### config.mk
export PLATFORM = sky130hd
export DESIGN_NAME = tick_scheduler
export DESIGN_NICKNAME = d
export VERILOG_FILES = /design/src/rtl/tick_scheduler.sv
export SDC_FILE = /design/constraint.sdc
export NUM_CORES = 1
export LEC_CHECK = 0
export BUFFER_PORTS_ARGS = -buffer_cell sky130_fd_sc_hd__buf_2
export CAP_MARGIN = 20
export CORE_AREA = 2 2 120 122
export CTS_BUF_LIST = sky130_fd_sc_hd__clkbuf_8
export CTS_CLUSTER_DIAMETER = 150
export DETAILED_ROUTE_END_ITERATION = 10
export DIE_AREA = 0 0 122 124
export GPL_TIMING_DRIVEN = 0
export HOLD_SLACK_MARGIN = 0.03
export PLACE_DENSITY = 0.67
export SLEW_MARGIN = 10
export SYNTH_ARGS = -nofsm -noshare
export SYNTH_HDL_FRONTEND = slang
export SYNTH_SLANG_ARGS = --single-unit
### constraint.sdc
create_clock -name clk -period 8.65 [get_ports clk]
set_clock_uncertainty 0.05 [all_clocks]
set_input_delay 1.73 -clock clk [delete_from_list [all_inputs] [get_ports clk]]
set_output_delay 1.73 -clock clk [all_outputs]
set_load 0.005 [all_outputs]
### src/rtl/tick_scheduler.sv
// Periodic event scheduler: per-channel tick counters raise pending requests,
// and a round-robin arbiter serialises them onto one registered valid/ready port.
module tick_scheduler #(
  parameter int NUM_CH   = 4,
  parameter int PERIOD_W = 16
) (
  input  logic                         clk,
  input  logic                         reset,
  input  logic                         i_tick,
  input  logic [NUM_CH-1:0]            ch_en,
  input  logic [NUM_CH*PERIOD_W-1:0]   ch_period,
  output logic                         evt_valid,
  output logic [$clog2(NUM_CH)-1:0]    evt_ch,
  input  logic                         evt_ready,
  output logic [NUM_CH-1:0]            overrun,
  input  logic                         overrun_clr
);

  localparam int CH_W = $clog2(NUM_CH);

  logic [PERIOD_W-1:0] cnt_q [NUM_CH];
  logic [PERIOD_W-1:0] cnt_d [NUM_CH];
  logic [NUM_CH-1:0]   pending_q, pending_d;
  logic [NUM_CH-1:0]   overrun_q, overrun_d;
  logic [NUM_CH-1:0]   expire;
  logic [NUM_CH-1:0]   req;
  logic [NUM_CH-1:0]   grant_vec;
  logic                evt_valid_q, evt_valid_d;
  logic [CH_W-1:0]     evt_ch_q, evt_ch_d;
  logic [CH_W-1:0]     last_q, last_d;
  logic                stage_free;
  logic                grant_found;
  logic [CH_W-1:0]     grant_idx;

  for (genvar k = 0; k < NUM_CH; k++) begin : g_ch
    logic [PERIOD_W-1:0] period;
    logic [PERIOD_W-1:0] limit;

    assign period = ch_period[k*PERIOD_W +: PERIOD_W];
    // A zero period behaves as one; >= lets a shortened period take effect at once.
    assign limit     = (period == '0) ? '0 : period - PERIOD_W'(1);
    assign expire[k] = ch_en[k] & i_tick & (cnt_q[k] >= limit);

    assign cnt_d[k] = !ch_en[k] ? '0 :
                      !i_tick   ? cnt_q[k] :
                      expire[k] ? '0 : cnt_q[k] + PERIOD_W'(1);

    // A fresh expiry on the channel being granted re-arms pending without an overrun.
    assign pending_d[k] = ch_en[k] & (expire[k] | (pending_q[k] & ~grant_vec[k]));
    assign overrun_d[k] = (expire[k] & pending_q[k] & ~grant_vec[k]) |
                          (overrun_q[k] & ~overrun_clr);
  end

  assign req        = pending_q & ch_en;
  assign stage_free = ~evt_valid_q | evt_ready;

  always_comb begin
    logic [CH_W-1:0] idx;
    grant_found = 1'b0;
    grant_idx   = '0;
    idx         = '0;
    for (int i = 1; i <= NUM_CH; i++) begin
      idx = CH_W'((int'(last_q) + i) % NUM_CH);
      if (!grant_found && req[idx]) begin
        grant_found = 1'b1;
        grant_idx   = idx;
      end
    end
  end

  always_comb begin
    grant_vec   = '0;
    evt_valid_d = evt_valid_q;
    evt_ch_d    = evt_ch_q;
    last_d      = last_q;
    if (stage_free) begin
      evt_valid_d = grant_found;
      if (grant_found) begin
        grant_vec[grant_idx] = 1'b1;
        evt_ch_d             = grant_idx;
        last_d               = grant_idx;
      end
    end
  end

  always_ff @(posedge clk) begin
    if (reset) begin
      for (int k = 0; k < NUM_CH; k++) cnt_q[k] <= '0;
      pending_q   <= '0;
      overrun_q   <= '0;
      evt_valid_q <= 1'b0;
      evt_ch_q    <= '0;
      last_q      <= CH_W'(NUM_CH - 1);
    end else begin
      for (int k = 0; k < NUM_CH; k++) cnt_q[k] <= cnt_d[k];
      pending_q   <= pending_d;
      overrun_q   <= overrun_d;
      evt_valid_q <= evt_valid_d;
      evt_ch_q    <= evt_ch_d;
      last_q      <= last_d;
    end
  end

  assign evt_valid = evt_valid_q;
  assign evt_ch    = evt_ch_q;
  assign overrun   = overrun_q;

endmodule

==> impl_metrics.csv <==
group,metric,value,unit
synth,synth-simple-area-share,0.3043,
global_routing,antenna_found_initial,0,
placement,dp_hpwl,10480,um
synth,syn_avg_cell_area,7.874,um2
clocking,clock-sinks,77,
sta,worst_slew_pin_slew,842.4,ps
sta,hold_viol,0,
sta,final-setup-viol-count,0,
clocking,cts_hold_buf,0,
detailed_routing,wl,13090,um
sta,fin_crit,5314,ps
synth,synth_cells,775,
placement,io_buffers,79,
critical_path,cpLargestDelayFamily,"simple AND/OR/NAND/NOR gates",
critical_path,r2r_start,"cnt_q[3][0]$_SDFFE_PP0P_",
synth,synth-warning-count,0,
clocking,cts_tree,"yes",
power,p_leak,3.062,nW
synth,ys_async_sr_fraction,0,
synth,syn_nets,924,
critical_path,worst-path-buf-inv,3,
detailed_routing,dr.pass1.iters,4,
detailed_routing,vias_per_cell,5.223,
global_routing,grt_util_met3,0.03022,
critical_path,cpPeakStageDelay,600,ps
clocking,htree_levels,3,
power,p_switching,0.1959,mW
power,p_sw_frac,0.2470,
die,ioPinCount,80,
power,peakVddDrop,0.00006356,V
sta,fin_tns_setup,0,ps
sta,worst_slack,3336,ps
synth,yosysTopAreaCellShare,0.2526,
power,combPwrFrac,0.124,
detailed_routing,drcViolationCount,0,
global_routing,grt_pass1_vias,4913,
critical_path,critical_path_required,8880,ps
layout,drive_gt1_frac,0.1230,
die,row_count,43,
layout,layout_common_cells,"nand2_1 (116), buf_2 (82), nor2_1 (81), dfxtp_1 (77), ha_1 (76)",
critical_path,worstPathMaxFanout,10,
min_path,min-delay-start,"overrun[0]$_SDFF_PP0_",
sta,fin_crit_sh,0.6143,
global_routing,grt-busiest-layer,"met2",
synth,synth-seq-cells,77,
synth,synth_xor_area_frac,0.1507,
layout,diodes,0,
power,power_density,113.8,nW/um2
clocking,cts_inserted_buffers,9,
global_routing,track_usage,0.1811,
sta,slew_headroom,0.4346,
critical_path,crit-reg2reg-capture,"cnt_q[3][11]$_SDFFE_PP0P_",
critical_path,worst-r2r-setup-slack,5970,ps
clocking,ctsResizeCount,0,
synth,synth_compound_area_frac,0.1093,
placement,place.gp.congestion,0.7957,
synth,syn_area,6102,um2
global_routing,overflow,0,
critical_path,ff2ff_path_depth,9,
critical_path,arrival,5540,ps
critical_path,crit_slowest_cell,"or4_1",
clocking,clk_pin_slew,80,ps
synth,synth_edf_count,0,
synth,synth_adder_area_share,0.1558,
detailed_routing,drt.antenna.violating_nets,0,
layout,final_common_cell,"nand2_1",
synth,yosysTopAreaCell,"dfxtp_1",
synth,ys.flop_type,"dfxtp_1",
global_routing,grt_pass1_wl,22340,um
min_path,hold_path_class,"reg -> reg",
global_routing,grt_util_met1,0.2515,
critical_path,cp_cell_sequence,"buf_2 > or4_1 > nor4_1 > nor2b_1 > nand4b_1 > buf_2 > nand2_1 > ha_1 > a21oi_1 > o22ai_1 > a2111oi_0 > o311a_1 > nor3_1 > clkbuf_1 > nor3_1",
power,clock_power_share,0.426,
synth,synthMuxAreaShare,0.005126,
die,fp.dieArea,15130,um2
job,maxCapViolCount,0,
synth,ys_seq_area_frac,0.2526,
min_path,min_to,"overrun[0]$_SDFF_PP0_",
critical_path,critPathKind,"in -> reg",
die,die_w,122,um
critical_path,cp-end-kind,"flop",
detailed_routing,drt_iter0_markers,212,
critical_path,critPathLaunchType,"input pin",
clocking,clock_path_buffers,2,
clocking,clk_latency,370,ps
status,status,"finished clean",
clocking,post_cts.repair.setup_buffers,0,
global_routing,met2_usage,0.2895,
die,core_area,13720,um2
synth,synth_top_family_by_area,"simple AND/OR/NAND/NOR gates",
power,p_seq_frac,0.450,
placement,dp_slack,2959,ps
layout,nets,1014,
synth,synth.area.top_cells,"dfxtp_1 (25%), ha_1 (16%), xor2_1 (10%), nand2_1 (7.1%), nor2_1 (5.0%)",
power,p_int,0.5972,mW
global_routing,grt_max_degree,14,
detailed_routing,wl_per_cell,12.47,um
layout,area_growth,14.23,%
detailed_routing,dr_total_vias,5484,
min_path,holdPathStages,1,
sta,clock.fmax,188.2,MHz
clocking,root_buffer,"clkbuf_8",
die,initial_core_util,0.4448,
synth,synth.distinct_cells,60,
sta,grt_setup_unrepaired,"false",
die,die_h,124,um
sta,final_max_slew_viol_count,0,
power by group through the flow:
stage	sequential, mW	combinational (mW)	clock, mW
floorplan	0.365	0.0582	0
global placement	0.365	0.0983	0
detailed placement	0.365	0.0993	0
CTS	0.357	0.0998	0.346
global route	0.357	0.114	0.361
finish	0.357	0.0982	0.338
area by class of cell:
cell class	count	area, um2
multi-input cells	663	4425
plain buffers	16	63.81
inverters	19	71.32
well taps	180	225.2
fillers	1424	6749
clock inverters	6	110.1
repair buffers	79	395.4
flip-flops and latches	77	1541
clock buffers	10	137.6
logic make-up (layout without fill, tap and decap cells):
| kind of cell | Yosys count | count (layout) |
|---|---|---|
| simple gates | 383 | 383 |
| flops | 77 | 77 |
| mux | 3 | 3 |
| compound gates | 96 | 96 |
| fa+ha+maj | 76 | 76 |
| buf+inv | 35 | 130 |
| xor+xnor | 105 | 105 |
registers in the layout, indices dropped and copies added, names as in the netlist:
| name | flops |
|---|---|
| overrun | 4 |
| evt_ch | 2 |
| pending_q | 4 |
| evt_valid | 1 |
| cnt_q | 64 |
| last_q | 2 |
synthesized netlist by cell type, types with 7 or more instances:
cell	n
a211oi_1	10
xor2_1	71
xnor2_1	34
clkbuf_1	11
nor2b_1	9
nor2_1	81
a21oi_1	19
nand3_1	35
nand2_1	116
o21ai_0	16
nand2b_1	16
ha_1	76
a21o_1	7
nor4_1	9
inv_1	18
nand4_1	14
nor3_1	54
dfxtp_1	77
and3_1	17
per-layer routing:
layer / wire length, um / vias up
met5: 0 / -
met2: 5722 / 73
met1: 6828 / 2468
li1: - / 2930
met4: 155 / 0
met3: 385 / 13
worst register-to-register path, delay by kind of cell (launching register included):
family | cells | cell delay [ps]
flip-flops | 1 | 400
AND/OR/NAND/NOR | 2 | 210
buffers and inverters | 2 | 520
AO/OA/AOI/OAI | 4 | 1110
adder cells (fa/ha/maj) | 1 | 270
worst max path at each step:
stage               slack [ps]           from  cells past startpoint                   endpoint
floorplan                 3680  ch_period[57]                     14  cnt_q[3][10]$_SDFFE_PP0P_
global placement          3040  ch_period[57]                     15  cnt_q[3][11]$_SDFFE_PP0P_
detailed placement        2960  ch_period[25]                     15   cnt_q[1][8]$_SDFFE_PP0P_
CTS                       3330  ch_period[25]                     15   cnt_q[1][8]$_SDFFE_PP0P_
global route              2980  ch_period[25]                     15   cnt_q[1][8]$_SDFFE_PP0P_
finish                    3340  ch_period[25]                     15   cnt_q[1][8]$_SDFFE_PP0P_
stage by stage:
stage / total power, mW / instances / util / hold WS [ps] / instance area, um2
5_1_grt: 0.8322 / 1050 / 0.5081 / 459.8 / 6970
6_report: 0.7932 / 1050 / 0.5081 / 433.2 / 6970
3_3_place_gp: 0.4635 / 1034 / 0.4900 / 403.1 / 6723
4_1_cts: 0.8025 / 1050 / 0.5081 / 428.9 / 6970
3_5_place_dp: 0.4645 / 1034 / 0.4900 / 410.6 / 6723
2_1_floorplan: 0.4230 / 775 / - / 402.7 / 6102
Power figures use the tool's default switching activity.
